$ cat config.mk
export PLATFORM = sky130hd
export DESIGN_NAME = score_sign_ctrl
export DESIGN_NICKNAME = d
export VERILOG_FILES = /design/src/rtl/score_sign_ctrl.sv
export SDC_FILE = /design/constraint.sdc
export NUM_CORES = 1
export LEC_CHECK = 0
export CAP_MARGIN = 0
export CORE_ASPECT_RATIO = 1.75
export CORE_MARGIN = 4
export CORE_UTILIZATION = 49
export DETAILED_ROUTE_END_ITERATION = 16
export GPL_ROUTABILITY_DRIVEN = 0
export GPL_TIMING_DRIVEN = 0
export PLACE_DENSITY = 0.8
export SETUP_SLACK_MARGIN = 0.15
export SKIP_LAST_GASP = 1
export SYNTH_ARGS = -nofsm -noshare
export SYNTH_HDL_FRONTEND = slang
export SYNTH_SLANG_ARGS = --single-unit
$ cat constraint.sdc
create_clock -name clk -period 5.9 [get_ports clk]
set_clock_uncertainty 0.1 [all_clocks]
set_input_delay 1.18 -clock clk [delete_from_list [all_inputs] [get_ports clk]]
set_output_delay 1.18 -clock clk [all_outputs]
set_load 0.05 [all_outputs]
$ cat src/rtl/score_sign_ctrl.sv
// Signed score keeper with a saturating update path, a sequential
// binary-to-BCD converter kicked off once per video frame, and a blink
// gate that flashes the sign/digit bitmaps while the score sits at its limit.
//
// state   | meaning
// --------+---------------------------------------------------------------
// IDLE    | waiting for startOfFrame; display registers hold last result
// CONVERT | repeated subtract-10 of the snapshot magnitude, counting tens
// DONE    | latch sign/tens/ones into the display, pulse update_done
module score_sign_ctrl #(
   parameter int MAX_ABS      = 99,
   parameter int BLINK_FRAMES = 16
) (
   input  logic       clk,
   input  logic       resetN,
   input  logic       startOfFrame,
   input  logic       add_pulse,
   input  logic       sub_pulse,
   input  logic [3:0] amount,
   input  logic       clear,
   output logic       minus_on,
   output logic [3:0] tens_digit,
   output logic [3:0] ones_digit,
   output logic       digits_visible,
   output logic       busy,
   output logic       update_done
);

   localparam logic signed [8:0] LIM_POS    = 9'(MAX_ABS);
   localparam logic signed [8:0] LIM_NEG    = -LIM_POS;
   localparam logic        [7:0] LIM_MAG    = 8'(MAX_ABS);
   localparam logic        [7:0] BLINK_LAST = 8'(BLINK_FRAMES - 1);

   typedef enum logic [1:0] {
      IDLE    = 2'd0,
      CONVERT = 2'd1,
      DONE    = 2'd2
   } state_t;

   state_t state_q, state_d;

   logic signed [7:0] score_q, score_d;
   logic signed [8:0] score_ext, step_ext, sum_ext;
   logic        [7:0] mag_d, mag_q;
   logic              at_limit;

   logic [6:0] rem_q, rem_d;
   logic [3:0] tens_q, tens_d;
   logic       neg_q, neg_d;
   logic       busy_d, done_d, minus_d;
   logic [3:0] tens_out_d, ones_out_d;
   logic [7:0] frame_cnt;

   // Next score: 9-bit signed sum so the +/-15 step cannot wrap before clamping.
   always_comb begin
      score_ext = {score_q[7], score_q};
      step_ext  = {5'b0_0000, amount};
      sum_ext   = score_ext;
      if (add_pulse && !sub_pulse) begin
         sum_ext = score_ext + step_ext;
      end else if (sub_pulse && !add_pulse) begin
         sum_ext = score_ext - step_ext;
      end
      if (clear) begin
         score_d = '0;
      end else if (sum_ext > LIM_POS) begin
         score_d = LIM_POS[7:0];
      end else if (sum_ext < LIM_NEG) begin
         score_d = LIM_NEG[7:0];
      end else begin
         score_d = sum_ext[7:0];
      end
   end

   // Magnitudes of the incoming score (for the snapshot) and of the held score (for the limit test).
   always_comb begin
      mag_d    = score_d[7] ? -score_d : score_d;
      mag_q    = score_q[7] ? -score_q : score_q;
      at_limit = (mag_q == LIM_MAG);
   end

   // Score register.
   always_ff @(posedge clk) begin
      if (!resetN) begin
         score_q <= '0;
      end else begin
         score_q <= score_d;
      end
   end

   // Converter next-state and display next-values; a zero snapshot never has its sign bit set.
   always_comb begin
      state_d    = state_q;
      rem_d      = rem_q;
      tens_d     = tens_q;
      neg_d      = neg_q;
      busy_d     = busy;
      done_d     = 1'b0;
      minus_d    = minus_on;
      tens_out_d = tens_digit;
      ones_out_d = ones_digit;
      case (state_q)
         IDLE: begin
            if (startOfFrame) begin
               neg_d   = score_d[7];
               rem_d   = mag_d[6:0];
               tens_d  = '0;
               busy_d  = 1'b1;
               state_d = CONVERT;
            end
         end
         CONVERT: begin
            if (rem_q >= 7'd10) begin
               rem_d  = rem_q - 7'd10;
               tens_d = tens_q + 4'd1;
            end else begin
               state_d = DONE;
            end
         end
         DONE: begin
            minus_d    = neg_q;
            tens_out_d = tens_q;
            ones_out_d = rem_q[3:0];
            done_d     = 1'b1;
            busy_d     = 1'b0;
            state_d    = IDLE;
         end
         default: begin
            state_d = IDLE;
         end
      endcase
   end

   // Converter and display registers.
   always_ff @(posedge clk) begin
      if (!resetN) begin
         state_q     <= IDLE;
         rem_q       <= '0;
         tens_q      <= '0;
         neg_q       <= 1'b0;
         busy        <= 1'b0;
         update_done <= 1'b0;
         minus_on    <= 1'b0;
         tens_digit  <= '0;
         ones_digit  <= '0;
      end else begin
         state_q     <= state_d;
         rem_q       <= rem_d;
         tens_q      <= tens_d;
         neg_q       <= neg_d;
         busy        <= busy_d;
         update_done <= done_d;
         minus_on    <= minus_d;
         tens_digit  <= tens_out_d;
         ones_digit  <= ones_out_d;
      end
   end

   // Blink gate: runs on every frame regardless of converter state.
   always_ff @(posedge clk) begin
      if (!resetN) begin
         frame_cnt      <= '0;
         digits_visible <= 1'b1;
      end else if (startOfFrame) begin
         if (at_limit) begin
            if (frame_cnt == BLINK_LAST) begin
               frame_cnt      <= '0;
               digits_visible <= ~digits_visible;
            end else begin
               frame_cnt <= frame_cnt + 8'd1;
            end
         end else begin
            frame_cnt      <= '0;
            digits_visible <= 1'b1;
         end
      end
   end

endmodule

==> run_results.csv <==
group,metric,value,unit
status,status,"finished, final reports clean",
cts,htree_levels,2,
place,dpl.hpwl,5060,microns
sta,slew_viol_final,0,
pwr,power.switching,0.316,mW
synth,yosys_register_bits,42,
pwr,p_sw_share,38.3,%
cts,root_buffer,"clkbuf_8",
cells_and_area,synthToLayoutAreaGrowth,13.6,%
place,place_area,3120,sq um
setup_path,rr_startpoint,"score_q[1]",
cts,worstSkewPairLatency,0.30,ns
place,preCtsSetupSlack,0.636,ns
die,dieArea,7100,sq um
routing,wirelength,6550,microns
setup_path,reg2reg_depth,14,
cts,cts-buffers-inserted,5,
synth,yosys.area.top_type,"dfxtp_1",
synth,synthDistinctLibCells,73,
grt,use_met1,20.0,%
setup_path,crit_fanout,4,
hold_path,holdPathEnd,"ones_digit[2]",
hold_path,whs_path_depth,2,
setup_path,regToRegEndpoint,"rem_q[1]",
cells_and_area,diodes,0,
sta,max_clock_freq,0.199,GHz
grt,antenna_found_initial,0,
setup_path,critPathCaptureType,"flip-flop",
pwr,p_leak,1.18,nW
grt,grt-ovfl-total,0,
die,fp.coreArea,5590,sq um
sta,fin_crit_sh,85.1,%
synth,ys.flop_type,"dfxtp_1",
routing,remaining_drc_errors,0,
synth,synthArstFlopShare,0,%
cells_and_area,stdcell_area,3210,sq um
synth,yosysWarnings,0,
synth,synth_area,2830,sq um
setup_path,crit_path_start_kind,"input pin",
sta,tns,0,ns
grt,grt_usage,19.1,%
place,numPortBuffers,20,
sta,timing.hold.ws,0.359,ns
sta,layout_min_cycle_time,5.02,ns
pwr,p_clk_share,23.1,%
synth,synth_top_area_share,29.7,%
setup_path,arrival,5.11,ns
pwr,irDropWorstVdd,168,uV
cells_and_area,final_cell_mix,"dfxtp_1, nand2_1, nor2_1",
die,io_pins,22,
hold_path,hold_class,"reg -> reg",
routing,first_pass_iters,4,
die,fp.dieW,65.4,microns
synth,synth_edf_count,0,
cts,clk_pin_slew,0.08,ns
sta,hold_violations,0,
grt,grt_max_degree,15,
cells_and_area,layout_commonest_cell,"dfxtp_1",
cts,cts_resized,0,
cts,ctsHoldBuffers,0,
grt,grt_pass1_wl,10800,microns
routing,vias,2552,
cts,cts.sinks,42,
pwr,power.internal,0.508,mW
grt,grtUsageMet2,36.5,%
synth,netlist_top_cells_area,"dfxtp_1, ha_1, nand2_1, nor2_1, a21oi_1",
cts,clockBufferDepth,2,
synth,avgSynthCellArea,8.24,sq um
grt,grt_pass1_vias,2478,
sta,timing.final.ws_setup,0.881,ns
hold_path,hp-start,"ones_digit[2]",
setup_path,reg2reg_slack,1.88,ns
grt,grt_most_used_layer,"met2",
cts,cts_setup_buffers,0,
sta,rsz0062_at_grt,"no",
routing,wire_per_inst,14.7,microns
cells_and_area,utilization,57.5,%
sta,setup_viol,0,
cells_and_area,num-fill-cells,537,
sta,slew_headroom,61.1,%
routing,drt-initial-drc-count,171,
cts,cts_tree,"built",
synth,synth_nets,369,
cells_and_area,layout.nets,396,
synth,syn_inst,343,
pwr,pwr-share-seq,39.9,%
die,die_h,108,microns
grt,gr-usage-met3,3.22,%
routing,ant_nets,0,
die,start_util,50.6,%
die,rows,36,
setup_path,crit_type,"in -> reg",
setup_path,worstPathRequired,5.99,ns
sta,worstMarginPinSlew,0.583,ns
setup_path,crit_start,"amount[0]",
flow_run,maxCapViolCount,0,
pwr,power_frac_comb,37.0,%
synth,yosysSeqAreaShare,29.7,%
routing,avgViaCountPerCell,5.71,
pwr,p_per_area,256,nW/um^2
cells_and_area,drive_gt1_share,9.43,%
sequential cells by signal (all words and copies together) (netlist names):
signal	flops
busy	1
rem_q	7
minus_on	1
frame_cnt	8
score_q	8
neg_q	1
digits_visible	1
update_done	1
state_q	2
ones_digit	4
tens_q	4
tens_digit	4
cell usage after synthesis, types with 7 or more instances:
master / instances
nor2_1: 37
ha_1: 14
a21oi_1: 27
clkbuf_1: 10
nand2_1: 41
xnor2_1: 7
nor2b_1: 9
dfxtp_1: 42
xor2_1: 10
nand2b_1: 12
inv_1: 14
o21ai_0: 7
power by group through the flow:
stage / Sequential (mW) / Clock (mW) / Combinational (mW)
final: 0.329 / 0.190 / 0.305
after global routing: 0.331 / 0.205 / 0.334
after CTS: 0.327 / 0.192 / 0.304
after detailed placement: 0.334 / 0 / 0.300
after global placement: 0.334 / 0 / 0.296
after floorplan: 0.333 / 0 / 0.233
metrics by stage:
step	power (mW)	instances
after CTS	0.823	447
after floorplan	0.566	343
after global routing	0.870	447
after detailed placement	0.634	439
after global placement	0.629	439
final	0.824	447
area by class of cell:
type                            count  area [sq um]  area share, %
Sequential cell                    42           841           26.2
Inverter                           15          56.3           1.75
Tap cell                           76          95.1           2.96
Clock buffer                        5          68.8           2.14
Buffer                             15          76.3           2.38
Clock inverter                      3          21.3          0.662
Timing Repair Buffer               20           200           6.23
Multi-Input combinational cell    271          1850           57.7
per-layer routing:
layer | vias to the layer above | share of wire [%]
li1 | 1274 | -
met5 | - | 0
met1 | 1194 | 39
met3 | 20 | 3.0
met2 | 64 | 55
met4 | 0 | 3.3
worst max-delay path: stages:
cell	delay, ns
clkdlybuf4s50_1	0.51
ha_1	0.18
inv_1	0.05
fa_1	0.41
or2_1	0.27
a211oi_2	0.38
a21oi_1	0.13
xor2_1	0.36
o311a_1	0.28
o22ai_1	0.10
a21oi_1	0.20
inv_1	0.09
ha_1	0.28
nor3b_1	0.23
a211oi_1	0.09
a2111oi_1	0.35
worst max path at each step:
| stage | to | slack (ns) | cells after the start |
|---|---|---|---|
| floorplan | rem_q[1] | 1.58 | 15 |
| global placement | rem_q[1] | 0.71 | 16 |
| detailed placement | rem_q[1] | 0.64 | 16 |
| CTS | rem_q[1] | 0.86 | 16 |
| global route | rem_q[1] | 0.54 | 16 |
| finish | rem_q[1] | 0.88 | 16 |
logic make-up (layout without fill, tap and decap cells):
group                      Yosys count  after routing  share of synthesized area, %
muxes                                3              3                          1.11
adders and majority gates           16             16                          7.61
and+or+nand+nor                    143            143                          26.4
DFF                                 42             42                          29.7
AOI/OAI and AO/OA                   90             90                          24.1
buffers and inverters               30             58                          4.69
xor gates and xnor gates            19             19                          6.42
No activity file was read; power rests on OpenSTA's default activity.
